==> config.mk <==
export PLATFORM = sky130hd
export DESIGN_NAME = hex_display_pager_flat
export DESIGN_NICKNAME = d
export VERILOG_FILES = /design/src/rtl/hex_display_pager_if.sv /design/src/rtl/hex_display_pager.sv /design/src/flat_wrapper.sv
export SDC_FILE = /design/constraint.sdc
export NUM_CORES = 1
export LEC_CHECK = 0
export ABC_AREA = 1
export CAP_MARGIN = 20
export CORE_MARGIN = 8
export CORE_UTILIZATION = 45
export DETAILED_ROUTE_END_ITERATION = 6
export PLACE_DENSITY = 0.72
export SYNTH_ARGS = -nofsm -noshare
export SYNTH_HDL_FRONTEND = slang
export SYNTH_SLANG_ARGS = --single-unit
==> constraint.sdc <==
create_clock -name clk -period 3.95 [get_ports clk]
set_input_delay 0.9875 -clock clk [delete_from_list [all_inputs] [get_ports clk]]
set_output_delay 0.9875 -clock clk [all_outputs]
set_load 0.05 [all_outputs]
==> src/rtl/hex_display_pager_if.sv <==
// Bus between the processor debug outputs and the pager. The master drives
// the source words and operator controls; the slave (the pager) returns the
// digit-driver signals.
interface hex_display_pager_if #(
  parameter int NUM_DIGITS  = 4,
  parameter int NUM_SOURCES = 2,
  parameter int SEL_W       = 1,
  parameter int WORD_W      = 32,
  parameter int PAGE_W      = 1
);
  logic [NUM_SOURCES*WORD_W-1:0] src_words;
  logic [SEL_W-1:0]              src_sel;
  logic                          page_step;
  logic                          auto_scroll;
  logic                          blank_lz;
  logic [NUM_DIGITS-1:0]         anode;
  logic [3:0]                    hex_digit;
  logic                          digit_blank;
  logic [PAGE_W-1:0]             page_idx;

  modport master (
    output src_words, src_sel, page_step, auto_scroll, blank_lz,
    input  anode, hex_digit, digit_blank, page_idx
  );

  modport slave (
    input  src_words, src_sel, page_step, auto_scroll, blank_lz,
    output anode, hex_digit, digit_blank, page_idx
  );
endinterface

==> src/rtl/hex_display_pager.sv <==
// Multiplexed hex-display front end. Picks one source word, freezes it in a
// snapshot once per display frame so the digits never tear, and scans one
// page of NUM_DIGITS nibbles across the anodes. Pages advance on a
// synchronized, lockout-debounced push-button or on a timed auto-scroll.
module hex_display_pager #(
  parameter int NUM_DIGITS  = 4,
  parameter int NUM_SOURCES = 2,
  parameter int SEL_W       = 1,
  parameter int WORD_W      = 32,
  parameter int PAGE_W      = 1,
  parameter int REFRESH_DIV = 50000,
  parameter int SCROLL_DIV  = 2000
) (
  input logic                clk,
  input logic                reset,
  hex_display_pager_if.slave bus
);

  localparam int NUM_NIB   = WORD_W / 4;
  localparam int NUM_PAGES = WORD_W / (4 * NUM_DIGITS);
  localparam int RC_W      = (REFRESH_DIV > 1) ? $clog2(REFRESH_DIV) : 1;
  localparam int DG_W      = (NUM_DIGITS > 1) ? $clog2(NUM_DIGITS) : 1;
  localparam int SC_W      = $clog2(SCROLL_DIV + 1);
  localparam int NIB_W     = (NUM_NIB > 1) ? $clog2(NUM_NIB) : 1;
  localparam int LOCK_FRAMES = 4;

  logic [RC_W-1:0]       refresh_cnt_q, refresh_cnt_d;
  logic [DG_W-1:0]       digit_q, digit_d;
  logic [SC_W-1:0]       scroll_cnt_q, scroll_cnt_d;
  logic                  sync1_q, sync2_q, sync3_q;
  logic [2:0]            lock_q, lock_d;
  logic [WORD_W-1:0]     snapshot_q, snapshot_d;
  logic [SEL_W-1:0]      last_sel_q, last_sel_d;
  logic [PAGE_W-1:0]     pending_page_q, pending_page_d;
  logic [PAGE_W-1:0]     shown_page_q, shown_page_d;
  logic                  load_pending_q, load_pending_d;
  logic [NUM_DIGITS-1:0] anode_q, anode_d;
  logic [3:0]            hex_q, hex_d;
  logic                  blank_q, blank_d;

  logic                  tick;
  logic                  frame_end;
  logic                  step_rise;
  logic                  step_accept;
  logic                  scroll_inc;
  logic                  page_inc;
  logic                  snap_en;
  logic                  sel_changed;
  logic [WORD_W-1:0]     sel_word;
  logic [NUM_NIB-1:0]    lz_mask;
  logic                  lz_run;
  logic [NIB_W-1:0]      nib_idx;

  // Digit-slot timer and scan position; frame_end marks the last slot's tick.
  always_comb begin
    tick          = (refresh_cnt_q == RC_W'(REFRESH_DIV - 1));
    refresh_cnt_d = tick ? '0 : refresh_cnt_q + RC_W'(1);
    digit_d       = digit_q;
    if (tick) begin
      digit_d = (digit_q == DG_W'(NUM_DIGITS - 1)) ? '0 : digit_q + DG_W'(1);
    end
    frame_end = tick && (digit_q == DG_W'(NUM_DIGITS - 1));
  end

  // Push-button edge detect with frame-count lockout, and the auto-scroll frame counter.
  always_comb begin
    step_rise   = sync2_q & ~sync3_q;
    step_accept = step_rise && (lock_q == 3'd0);
    lock_d      = lock_q;
    if (step_accept) begin
      lock_d = 3'(LOCK_FRAMES);
    end else if (frame_end && (lock_q != 3'd0)) begin
      lock_d = lock_q - 3'd1;
    end

    scroll_inc   = 1'b0;
    scroll_cnt_d = scroll_cnt_q;
    if (!bus.auto_scroll) begin
      scroll_cnt_d = '0;
    end else if (frame_end) begin
      if (scroll_cnt_q == SC_W'(SCROLL_DIV - 1)) begin
        scroll_cnt_d = '0;
        scroll_inc   = 1'b1;
      end else begin
        scroll_cnt_d = scroll_cnt_q + SC_W'(1);
      end
    end
    page_inc = step_accept | scroll_inc;
  end

  // Source selection, page bookkeeping and the once-per-frame snapshot.
  always_comb begin
    sel_word = bus.src_words[WORD_W-1:0];
    for (int k = 1; k < NUM_SOURCES; k++) begin
      if (bus.src_sel == SEL_W'(k)) begin
        sel_word = bus.src_words[k*WORD_W +: WORD_W];
      end
    end

    pending_page_d = pending_page_q;
    if (page_inc) begin
      pending_page_d = (pending_page_q == PAGE_W'(NUM_PAGES - 1)) ?
                       '0 : pending_page_q + PAGE_W'(1);
    end

    snap_en        = frame_end | load_pending_q;
    sel_changed    = (bus.src_sel != last_sel_q);
    snapshot_d     = snapshot_q;
    last_sel_d     = last_sel_q;
    shown_page_d   = shown_page_q;
    load_pending_d = load_pending_q;
    if (snap_en) begin
      snapshot_d     = sel_word;
      last_sel_d     = bus.src_sel;
      load_pending_d = 1'b0;
      if (sel_changed) begin
        pending_page_d = '0;
        shown_page_d   = '0;
      end else begin
        shown_page_d = pending_page_d;
      end
    end
  end

  // Nibble lookup for the current digit, leading-zero mask and anode pattern.
  always_comb begin
    lz_mask = '0;
    lz_run  = 1'b1;
    for (int i = NUM_NIB - 1; i >= 0; i--) begin
      lz_run     = lz_run & (snapshot_q[i*4 +: 4] == 4'h0);
      lz_mask[i] = lz_run & (i != 0);
    end

    nib_idx = NIB_W'(shown_page_q) * NIB_W'(NUM_DIGITS)
            + NIB_W'(NUM_DIGITS - 1) - NIB_W'(digit_q);
    hex_d   = 4'h0;
    blank_d = 1'b0;
    for (int i = 0; i < NUM_NIB; i++) begin
      if (nib_idx == NIB_W'(i)) begin
        hex_d   = snapshot_q[i*4 +: 4];
        blank_d = bus.blank_lz & lz_mask[i];
      end
    end
    anode_d = ~(NUM_DIGITS'(1) << digit_q);
  end

  // State registers; reset blanks the display and arms the first snapshot.
  always_ff @(posedge clk or negedge reset) begin
    if (!reset) begin
      refresh_cnt_q  <= '0;
      digit_q        <= '0;
      scroll_cnt_q   <= '0;
      sync1_q        <= 1'b0;
      sync2_q        <= 1'b0;
      sync3_q        <= 1'b0;
      lock_q         <= 3'd0;
      snapshot_q     <= '0;
      last_sel_q     <= '0;
      pending_page_q <= '0;
      shown_page_q   <= '0;
      load_pending_q <= 1'b1;
      anode_q        <= '1;
      hex_q          <= 4'h0;
      blank_q        <= 1'b1;
    end else begin
      refresh_cnt_q  <= refresh_cnt_d;
      digit_q        <= digit_d;
      scroll_cnt_q   <= scroll_cnt_d;
      sync1_q        <= bus.page_step;
      sync2_q        <= sync1_q;
      sync3_q        <= sync2_q;
      lock_q         <= lock_d;
      snapshot_q     <= snapshot_d;
      last_sel_q     <= last_sel_d;
      pending_page_q <= pending_page_d;
      shown_page_q   <= shown_page_d;
      load_pending_q <= load_pending_d;
      anode_q        <= anode_d;
      hex_q          <= hex_d;
      blank_q        <= blank_d;
    end
  end

  assign bus.anode       = anode_q;
  assign bus.hex_digit   = hex_q;
  assign bus.digit_blank = blank_q;
  assign bus.page_idx    = shown_page_q;

endmodule

==> src/flat_wrapper.sv <==
// flat-port wrapper written by rule: the top's interface ports become plain ports
module hex_display_pager_flat 
#(
  parameter int NUM_DIGITS  = 4,
  parameter int NUM_SOURCES = 2,
  parameter int SEL_W       = 1,
  parameter int WORD_W      = 32,
  parameter int PAGE_W      = 1,
  parameter int REFRESH_DIV = 50000,
  parameter int SCROLL_DIV  = 2000
)
  (clk, reset, bus_src_words, bus_src_sel, bus_page_step, bus_auto_scroll, bus_blank_lz, bus_anode, bus_hex_digit, bus_digit_blank, bus_page_idx);
  hex_display_pager_if #(.NUM_DIGITS(NUM_DIGITS), .NUM_SOURCES(NUM_SOURCES), .SEL_W(SEL_W), .WORD_W(WORD_W), .PAGE_W(PAGE_W)) bus_i ();
  input logic clk;
  input logic reset;
  input wire logic [$bits(bus_i.src_words)-1:0] bus_src_words;
  input wire logic [$bits(bus_i.src_sel)-1:0] bus_src_sel;
  input wire logic [$bits(bus_i.page_step)-1:0] bus_page_step;
  input wire logic [$bits(bus_i.auto_scroll)-1:0] bus_auto_scroll;
  input wire logic [$bits(bus_i.blank_lz)-1:0] bus_blank_lz;
  output wire logic [$bits(bus_i.anode)-1:0] bus_anode;
  output wire logic [$bits(bus_i.hex_digit)-1:0] bus_hex_digit;
  output wire logic [$bits(bus_i.digit_blank)-1:0] bus_digit_blank;
  output wire logic [$bits(bus_i.page_idx)-1:0] bus_page_idx;
  assign bus_i.src_words = bus_src_words;
  assign bus_i.src_sel = bus_src_sel;
  assign bus_i.page_step = bus_page_step;
  assign bus_i.auto_scroll = bus_auto_scroll;
  assign bus_i.blank_lz = bus_blank_lz;
  assign bus_anode = bus_i.anode;
  assign bus_hex_digit = bus_i.hex_digit;
  assign bus_digit_blank = bus_i.digit_blank;
  assign bus_page_idx = bus_i.page_idx;
  hex_display_pager #(.NUM_DIGITS(NUM_DIGITS), .NUM_SOURCES(NUM_SOURCES), .SEL_W(SEL_W), .WORD_W(WORD_W), .PAGE_W(PAGE_W), .REFRESH_DIV(REFRESH_DIV), .SCROLL_DIV(SCROLL_DIV)) u_core (.clk(clk), .reset(reset), .bus(bus_i));
endmodule
### Yosys cells after proc, flatten, opt, wreduce, memory -nomap -nowiden

Index checks and enable logic that the tools add are counted.

| operators by class | value |
|---|---|
| $add $sub $neg | 7 |
| equality and inequality tests | 12 |
| shifts and indexed selects | 1 |
| multiplexer cells | 30 |
| bitwise operators | 18 |
| reduce and logical (&&, ||, !) cells | 14 |

Operators with widths:

| kind | number |
|---|---|
| $mux 11 | 3 |
| $mux 32 | 1 |
| $mux 4 | 8 |
| $logic_not 4->1 | 7 |
| $add 16x1->16 const B | 1 |
| $eq 16x16->1 const B | 1 |
| $mux 16 | 1 |
| $and 1x1->1 | 14 |
| $mux 1 | 14 |
| $eq 3x3->1 const B | 4 |
| $add 11x1->11 const B | 1 |
| $eq 11x11->1 const B | 1 |
| $eq 3x2->1 const B | 2 |
| $logic_not 3->1 | 2 |
| $mux 3 | 2 |
| $not 4->4 | 1 |
| $shl 1x2->4 const A | 1 |
| $add 3x2->3 const B | 1 |
| $eq 3x1->1 const B | 1 |
| $logic_and 1x1->1 | 3 |
| $reduce_bool 3->1 | 1 |
| $sub 3x1->3 const B | 1 |
| $sub 3x2->3 | 1 |
| $add 2x1->2 const B | 1 |
| 8 further kinds | 9 |

| storage, ports and cells | value |
|---|---|
| register bits | 80 |
| input port bits | 70 |
| output and inout bits | 10 |

### Longest topological paths before layout

Gate-level depths: netlist (run 1).

| logic depth | value |
|---|---|
| depth in word-level cells | 15 |
| depth in mapped cells | 16 |
| depth with buffers taken out | 16 |

### Least setup slack after synthesis (run 1)

Ideal clock, no wire load.

| timing | value |
|---|---|
| path type | input -> register |
| start point | input port bus_src_sel |
| end point | register u_core.snapshot_q[10] |
| arrival | 1.787 ns |
| required time | 3.820 ns |
| slack | 2.033 ns |
| stages | 5 |
| path through | clkbuf_1 clkbuf_1 nand2_1 o211ai_1 o21ai_0 |

| between the ends | value |
|---|---|
| word-level cells in the longest chain between the ends | 1 |

RTL lines:

| item | line | text |
|---|---|---|
| start: declaration | flat_wrapper.sv:17 | `input wire logic [$bits(bus_i.src_sel)-1:0] bus_src_sel;` |
| $mux 32 | hex_display_pager.sv:95 | `if (bus.src_sel == SEL_W'(k)) begin` |
| end signal: assignment | hex_display_pager.sv:173 | `snapshot_q <= snapshot_d;` |
| end: declaration | hex_display_pager.sv:32 | `logic [WORD_W-1:0] snapshot_q, snapshot_d;` |

Every way passes these cells.
A chain may end at the register's enable or synchronous reset.

### Worst setup path after layout (run 1)

| timing | value |
|---|---|
| start point | register u_core.shown_page_q, in the netlist u_core.bus.page_idx |
| end point | output port bus_page_idx |

RTL lines:

| item | line | text |
|---|---|---|
| start: declaration | hex_display_pager.sv:35 | `logic [PAGE_W-1:0] shown_page_q, shown_page_d;` |
| start signal: assignment | hex_display_pager.sv:176 | `shown_page_q <= shown_page_d;` |
| end: declaration | flat_wrapper.sv:24 | `output wire logic [$bits(bus_i.page_idx)-1:0] bus_page_idx;` |

No word-level cell between the ends.

==> results of run 1 <==
## layout make-up
cell class | count | area (um2)
fill | 896 | 4160
sequential | 80 | 2010
multi-input combinational | 358 | 1880
timing repair buffer | 80 | 811
inverter | 100 | 375
tap | 133 | 166
clock buffer | 10 | 128
clock inverter | 6 | 61.3
## stage by stage
| step | instances | hold WS [ns] | instance area [um2] | worst slack, ns |
|---|---|---|---|---|
| after floorplan | 553 | 0.331 | 4370 | 2.03 |
| after global placement | 750 | 0.334 | 5220 | 1.63 |
| after detailed placement | 750 | 0.337 | 5220 | 1.61 |
| after CTS | 766 | 0.359 | 5410 | 1.22 |
| after global routing | 767 | 0.369 | 5430 | 1.16 |
| final | 767 | 0.355 | 5430 | 1.24 |
## worst paths after layout
check | startpoint | endpoint | cells past startpoint
min reg2reg | u_core.sync1_q | u_core.sync2_q | 0
max reg2reg | u_core.refresh_cnt_q[0] | u_core.pending_page_q | 9
min in group asynchronous | reset | u_core.bus.hex_digit[0] | 1
max | u_core.bus.page_idx | bus_page_idx | 1
min | u_core.sync1_q | u_core.sync2_q | 0
max in group asynchronous | reset | u_core.load_pending_q | 2
## kinds of logic after synthesis
group	synth area share, %
buf+inv	10.9
other cells	0.0858
fa+ha+maj	2.29
compound gates	15.0
simple gates	24.1
xor+xnor	1.60
flops	46.0
## placed cells by master (no fill, tap or decap), types with 16 or more instances in the layout
cell / instances
o211ai_1: 16
nand3_1: 28
o21ai_0: 39
inv_1: 95
clkdlybuf4s50_1: 77
nor2_1: 27
a21oi_1: 18
o21ai_2: 16
dfrtp_1: 74
nand2_1: 146
## routing by layer
metal	share of wire, %	wire length, um	up-vias
li1	-	-	1905
met1	45	4210	1632
met2	47	4420	96
met3	5.5	511	14
met4	1.9	176	0
met5	0	0	-
## power by group
| group | switching (mW) | internal (mW) | total (mW) |
|---|---|---|---|
| clock | 0.285 | 0.290 | 0.575 |
| sequential | 0.0286 | 0.870 | 0.898 |
| combinational | 0.165 | 0.130 | 0.295 |
| total | 0.478 | 1.29 | 1.77 |
## registers in the layout, summed over array words and instances (netlist names), 2 cells and up
signal                count
u_core.scroll_cnt_q      11
u_core.bus.anode          4
u_core.refresh_cnt_q     16
u_core.bus.hex_digit      4
u_core.lock_q             3
u_core.snapshot_q        32
u_core.digit_q            2
==> out/results.ini, run 1 <==
[outcome]
status = finished clean

[synthesis]
synth_nets = 631
avgSynthCellArea_um2 = 7.90
synth_commonest_cells = nand2_1, inv_1, dfrtp_1
yosysSeqAreaShare_pct = 46.0
yosysTopAreaCell = dfrtp_1
yosysMostFrequentCell = nand2_1
yosysWarnings = 0
synth_edf_count = 0
synth_cells = 553
synth_seq_cells = 80
netlist.area_leader.share_pct = 42.4
synthTopCellsByArea = dfrtp_1, nand2_1, inv_1, o21ai_0, dfstp_2
syn_area_um2 = 4370
ys_async_sr_fraction_pct = 100
synthFlopType = dfrtp_1
netlist-cell-type-count = 37

[clock_network]
postCtsHoldBufs = 0
clockBufferDepth = 2
ctsResizeCount = 0
post_cts_buffers = 0
cts_made_buffers = 9
htreeDepth = 3
insertion_delay_ns = 0.35
clockRootBuffer = clkbuf_8
clk_pin_slew_ns = 0.09
cts_tree = yes
cts.sinks = 80

[final_layout]
syn2layout_area_growth_pct = 24.3
post-route-util_pct = 56.6
layout-drive-gt1-share_pct = 10.3
num-nets-final = 707
antenna_cells = 0

[detailed_routing]
drt_wl_total_um = 9320
drt.antenna.violating_nets = 0
vias_per_cell = 4.75
vias = 3647
avgRoutedWirePerCell_um = 12.2
drt_iter0_markers = 199
drc_errors = 0
dr.pass1.iters = 5

[place]
portBuffers = 79
post-dp-hpwl_um = 7200
gp_congestion = 0.908

[grt]
globalRoute.totalOverflow = 0
grt_pass1_vias = 3710
grt_pass1_wl_um = 16300
grt_max_degree = 81
antenna_found_initial = 0
use_met1_pct = 18.0
met3_usage_pct = 4.80
use_met2_pct = 25.8
busiest_layer = met2
grt.total_usage_pct = 15.3

[sta]
fin_crit_sh_pct = 68.5
rsz0062_at_grt = no
fin_tns_setup_ns = 0
relSlewSlack_pct = 36.6
tightest_slew_ns = 0.951
hold_viol = 0
setup_viol = 0
worst_clock_skew_ns = 0.0124
fin_crit_ns = 2.71
slew_viol_final = 0
max_freq_ghz = 0.369

[die]
initial_core_util_pct = 45.6
rows = 36
die_h_um = 115
die_w_um = 115
core_area_um2 = 9590
pin_count = 80
die-area_um2 = 13100

[worst_setup_path]
critPathMaxStageDelay_ns = 0.89
required_ns = 2.96
criticalPathCategory = reg2out
path_cells = clkdlybuf4s50_1
startpoint_type = flop
cp_slowest_cell = clkdlybuf4s50_1
path_buf_inv = 1
path_max_fanout = 9
cp_data_arrival_time_ns = 1.72
r2r_setup_slack_ns = 1.78
worstSetupEndpointType = primary output
crit_family = buffers and inverters

[power_and_ir_drop]
p_per_area_nw_per_um2 = 325
power_mw = 1.77
leakage_nw = 2.64
max-vdd-ir-drop_uv = 179

[run]
drv_cap = 0

[min_path]
hold_path_class = reg2reg

Power figures use the tool's default switching activity.
==> run 2: changes to the inputs <==
Settings changed: PLACE_DENSITY 0.72 to 0.75.
Clock period 3.95 ns to 2.33 ns, I/O delays scaled along.
==> run 2 against run 1 <==
  * First-iteration DRC count grew 16%
  * Non-clock buffer count grew 5
  * Worst hold slack lost 0.16 ns
  * Clock-buffer cell count rose by 1
  * Routed wire length increased by 2.1%
  * Final area increased by 0.46%
  * Sequential power is 70% higher
  * Critical endpoint is now bus_anode[0]
  * Largest cell class unchanged
  * Largest power group unchanged
==> out/results.ini, run 2 (synthesis gave the netlist of run 1 again) <==
[outcome]
status = finished clean

[worst_setup_path]
critPathMaxStageDelay_ns = 0.79  ; -0.10 ns
cp_slowest_cell = clkdlybuf4s50_1
cp_data_arrival_time_ns = 1.66  ; -0.06 ns
r2r_setup_slack_ns = 0.39  ; -1.39 ns
crit_family = buffers and inverters
worst_r2r_path_depth = 16  ; +7
reg2reg_to = u_core.bus.digit_blank
startpoint_type = flop
path_buf_inv = 1  ; unchanged
path_max_fanout = 1  ; -8
required_ns = 1.75  ; -1.21 ns
r2r-start = u_core.digit_q[0]
criticalPathCategory = reg2out
worstSetupEndpointType = primary output
path_cells = clkdlybuf4s50_1

[clock_network]
postCtsHoldBufs = 0  ; unchanged
cts.sinks = 80  ; unchanged
clk_pin_slew_ns = 0.08  ; about the same
clockBufferDepth = 2  ; unchanged
htreeDepth = 3  ; unchanged
ctsResizeCount = 0  ; unchanged
post_cts_buffers = 0  ; unchanged
cts_tree = yes
cts_made_buffers = 9  ; unchanged
insertion_delay_ns = 0.34  ; about the same
clockRootBuffer = clkbuf_8

[detailed_routing]
drt.antenna.violating_nets = 0  ; unchanged
dr.pass1.iters = 5  ; unchanged
vias = 3692  ; +1.2%
avgRoutedWirePerCell_um = 12.3  ; +1.4%
vias_per_cell = 4.78  ; +0.58%
drc_errors = 0  ; unchanged
drt_iter0_markers = 230  ; +16%
drt_wl_total_um = 9520  ; +2.1%

[die]
pin_count = 80  ; unchanged
initial_core_util_pct = 45.6  ; unchanged
core_area_um2 = 9590  ; unchanged
die_w_um = 115  ; unchanged
rows = 36  ; unchanged
die_h_um = 115  ; unchanged
die-area_um2 = 13100  ; unchanged

[grt]
use_met2_pct = 25.8  ; +0.039 points
grt_pass1_wl_um = 16700  ; +2.4%
met3_usage_pct = 4.85  ; +0.053 points
use_met1_pct = 18.8  ; +0.78 points
antenna_found_initial = 0  ; unchanged
grt_max_degree = 37  ; -54%
grt_pass1_vias = 3801  ; +2.5%
grt.total_usage_pct = 15.5  ; +0.17 points
busiest_layer = met2
globalRoute.totalOverflow = 0  ; unchanged

[final_layout]
fill_cells = 892  ; -0.45%
fin_area_um2 = 5460  ; +0.46%
layout_commonest_cell = nand2_1
top_regs = u_core.snapshot_q: 32 flops, u_core.refresh_cnt_q: 16 flops, u_core.scroll_cnt_q: 11 flops
largest-register = u_core.snapshot_q
largest_reg_flops = 32  ; unchanged
layout-drive-gt1-share_pct = 11.1  ; +0.86 points
most-common-layout-cells = nand2_1, inv_1, clkdlybuf4s50_1
syn2layout_area_growth_pct = 24.9
antenna_cells = 0  ; unchanged
num-nets-final = 712  ; +0.71%

[sta]
hold_viol = 0  ; unchanged
relSlewSlack_pct = 66.4  ; +30 points
setup_viol = 0  ; unchanged
fin_crit_ns = 2.24
rsz0062_at_grt = no
max_freq_ghz = 0.446
tightest_slew_ns = 0.503  ; -0.448 ns
fin_crit_sh_pct = 96.3
slew_viol_final = 0  ; unchanged
fin_tns_setup_ns = 0  ; unchanged
worst_clock_skew_ns = 0.00639  ; -0.00602 ns
worst_slack_ns = 0.0865  ; -1.16 ns

[place]
place_area_um2 = 5290  ; +1.3%
post-dp-hpwl_um = 7550  ; +4.9%
portBuffers = 79  ; unchanged
gp_congestion = 0.921  ; +1.4%
place_ws_ns = 0.432  ; -1.18 ns

[run]
drv_cap = 0  ; unchanged

[power_and_ir_drop]
power_mw = 2.94  ; +67%
max-vdd-ir-drop_uv = 320  ; +79%
leakage_nw = 2.65  ; +0.47%
p_per_area_nw_per_um2 = 539  ; +66%

[min_path]
hold_path_class = in2async

[run 2: changes by cell type in the layout (fill, tap and decap cells not counted), sizes merged]
cell	delta
buf	+6
clkdlybuf4s50	-1
clkinvlp	+2
clkbuf	+1
bufinv	-1
clkinv	-2
[run 2: power by group]
| group | switching (mW) | internal, mW |
|---|---|---|
| Sequential | 0.0515 | 1.47 |
| Clock | 0.500 | 0.413 |
| Combinational | 0.281 | 0.225 |
[run 2: area by class of cell]
type / instances / area (um2) / share of cell area [%]
Inverter: 100 / 375 / 6.88
Timing Repair Buffer: 85 / 851 / 15.6
Clock inverter: 5 / 32.5 / 0.596
Multi-Input combinational cell: 358 / 1880 / 34.5
Sequential cell: 80 / 2010 / 36.8
Clock buffer: 11 / 141 / 2.59
Tap cell: 133 / 166 / 3.05
[run 2: layer usage]
layer | part of all wire (%) | up-vias
li1 | - | 1921
met1 | 45 | 1670
met2 | 48 | 87
met3 | 6.0 | 14
met4 | 1.6 | 0
met5 | 0 | -
[run 2: worst max path at each step]
stage	to	cells after the start	start	slack (ns)
after floorplan	u_core.bus.digit_blank	14	u_core.bus.page_idx	0.68
after global placement	bus_anode[2]	1	u_core.bus.anode[2]	0.46
after detailed placement	u_core.bus.digit_blank	16	u_core.digit_q[0]	0.43
after CTS	bus_anode[2]	1	u_core.bus.anode[2]	0.06
after global routing	bus_anode[0]	1	u_core.bus.anode[0]	0.04
final	bus_anode[0]	1	u_core.bus.anode[0]	0.09
[run 2: per-stage QoR]
step                      util [%]  hold slack [ns]  cells
after detailed placement      55.1            0.347    756
after floorplan                  -            0.287    553
after CTS                     56.9            0.196    772
after global placement        55.1            0.335    756
final                         56.9            0.193    772
after global routing          56.9            0.220    772
==> run 3: changes to the inputs <==
--- a/config.mk
+++ b/config.mk
@@ -12,3 +12,3 @@
 export DETAILED_ROUTE_END_ITERATION = 6
-export PLACE_DENSITY = 0.75
+export PLACE_DENSITY = 0.72
 export SYNTH_ARGS = -nofsm -noshare
==> constraint.sdc (replaced) <==
create_clock -name clk -period 2.7 [get_ports clk]
set_input_delay 0.405 -clock clk [delete_from_list [all_inputs] [get_ports clk]]
set_output_delay 0.405 -clock clk [all_outputs]
set_load 0.05 [all_outputs]
==> run 3 against run 2 <==
  * The flow now finishes with violations (DRC)
  * Clock skew is 0.0029 ns lower
  * Sequential share of layout area hardly changed
  * Combinational power is 14% lower
  * Total power is 9.9% lower
  * Via count is 0.87% lower
  * Critical path depth stayed put
  * Clock-buffer cell count is 1 higher
  * Final cell count is 0.52% lower
  * Non-clock buffer count is 4 lower
  * Routed wire length is 0.38% higher
  * Critical path type unchanged
  * Largest cell class unchanged
==> out/results.ini, run 3 (synthesis gave the netlist of run 1 again) <==
[outcome]
status = complete, but fails checks
failed_checks = DRC

[grt]
grt_pass1_vias = 3683  ; -3.1%
antenna_found_initial = 0  ; unchanged
grt_max_degree = 81  ; +120%
busiest_layer = met2
globalRoute.totalOverflow = 0  ; unchanged
met3_usage_pct = 3.69  ; -1.2 points
use_met1_pct = 18.0  ; -0.78 points
use_met2_pct = 26.0  ; +0.16 points
grt_pass1_wl_um = 16200  ; -3.3%
grt.total_usage_pct = 15.1  ; -0.37 points

[worst_setup_path]
path_cells = clkdlybuf4s50_1
path_max_fanout = 9  ; +8
worstSetupEndpointType = primary output
criticalPathCategory = reg2out
crit_family = buffers and inverters
required_ns = 2.30  ; +0.55 ns
path_buf_inv = 1  ; unchanged
cp_slowest_cell = clkdlybuf4s50_1
startpoint_type = flop
cp_data_arrival_time_ns = 1.76  ; +0.10 ns
critPathMaxStageDelay_ns = 0.91  ; +0.12 ns

[sta]
slew_viol_final = 0  ; unchanged
tightest_slew_ns = 0.936  ; +0.433 ns
fin_tns_setup_ns = 0  ; unchanged
fin_crit_sh_pct = 80.0
worst_clock_skew_ns = 0.00351  ; -0.00288 ns
max_freq_ghz = 0.463
hold_viol = 0  ; unchanged
rsz0062_at_grt = no
fin_crit_ns = 2.16
setup_viol = 0  ; unchanged
relSlewSlack_pct = 37.6  ; -29 points

[detailed_routing]
drt.antenna.violating_nets = 0  ; unchanged
vias_per_cell = 4.77  ; -0.35%
drt_iter0_markers = 180  ; -22%
drc_errors = 2  ; +2
dr.pass1.iters = 6  ; +1
vias = 3660  ; -0.87%
drt_wl_total_um = 9550  ; +0.38%
avgRoutedWirePerCell_um = 12.4  ; +0.90%

[clock_network]
insertion_delay_ns = 0.34  ; about the same
ctsResizeCount = 0  ; unchanged
clockBufferDepth = 2  ; unchanged
cts.sinks = 80  ; unchanged
cts_tree = yes
htreeDepth = 3  ; unchanged
clk_pin_slew_ns = 0.08  ; about the same
cts_made_buffers = 9  ; unchanged
post_cts_buffers = 0  ; unchanged
clockRootBuffer = clkbuf_8

[die]
core_area_um2 = 9590  ; unchanged
initial_core_util_pct = 45.6  ; unchanged
pin_count = 80  ; unchanged
rows = 36  ; unchanged
die-area_um2 = 13100  ; unchanged
die_h_um = 115  ; unchanged
die_w_um = 115  ; unchanged

[final_layout]
antenna_cells = 0  ; unchanged
num-nets-final = 708  ; -0.56%
most-common-layout-cells = nand2_1, inv_1, clkdlybuf4s50_1
fill_cells = 899  ; +0.78%
layout_commonest_cell = nand2_1
top_regs = u_core.snapshot_q: 32 flops, u_core.refresh_cnt_q: 16 flops, u_core.scroll_cnt_q: 11 flops
largest_reg_flops = 32  ; unchanged
largest-register = u_core.snapshot_q
syn2layout_area_growth_pct = 25.0  ; about the same
layout-drive-gt1-share_pct = 10.2  ; -0.87 points

[place]
gp_congestion = 0.904  ; -1.8%
post-dp-hpwl_um = 7250  ; -4.0%
portBuffers = 79  ; unchanged

[power_and_ir_drop]
leakage_nw = 2.64  ; -0.36%
max-vdd-ir-drop_uv = 258  ; -19%
power_mw = 2.65  ; -9.9%
p_per_area_nw_per_um2 = 486  ; -10%

[run]
drv_cap = 0  ; unchanged

[min_path]
hold_path_class = reg2reg

## run 3: final timing paths
kind	from	end	slack (ns)	cells after the start
min in group asynchronous	reset	u_core.refresh_cnt_q[10]	0.41	2
setup / recovery	u_core.bus.page_idx	bus_page_idx	0.54	1
max in group asynchronous	reset	u_core.bus.anode[1]	1.69	3
setup reg to reg	u_core.refresh_cnt_q[0]	u_core.pending_page_q	0.54	9
hold / removal	u_core.sync1_q	u_core.sync2_q	0.36	0
hold reg to reg	u_core.sync1_q	u_core.sync2_q	0.36	0
## run 3: metrics by stage
step                instances  cell area [um2]  hold WS [ns]  worst slack [ns]  utilization, %
floorplan                 553             4370         0.109              1.05               -
global placement          750             5220         0.333             0.632            54.4
detailed placement        750             5220         0.346             0.552            54.4
CTS                       766             5430         0.252             0.522            56.5
global route              768             5460         0.369             0.297            56.9
finish                    768             5460         0.357             0.540            56.9
## run 3: layout make-up
class                           count  area [um2]  share of cell area, %
Tap cell                          133         166                   3.05
Inverter                          100         375                   6.87
Clock buffer                       12         155                   2.84
Timing Repair Buffer               81         821                   15.0
Sequential cell                    80        2010                   36.8
Multi-Input combinational cell    358        1880                   34.5
Clock inverter                      4        52.6                  0.962
## run 3: layer usage
metal  up-vias  share of wire (%)
li1       1906                  -
met1      1676                 46
met2        74                 49
met4         0               0.66
met3         4                4.2
met5         -                  0
## run 3: repair_timing
item / 4_1_cts / 5_1_grt
hold buffers: 0 / 1
endpoints found under the setup margin: 0 / 0
hold endpoints to repair: 0 / 4
## run 3: power breakdown
group	internal [mW]	leakage [nW]	total [mW]	switching, mW
Clock	0.478	0.0948	0.904	0.426
Combinational	0.191	1.55	0.435	0.244
Sequential	1.27	0.997	1.31	0.0426
Total	1.94	2.64	2.65	0.712
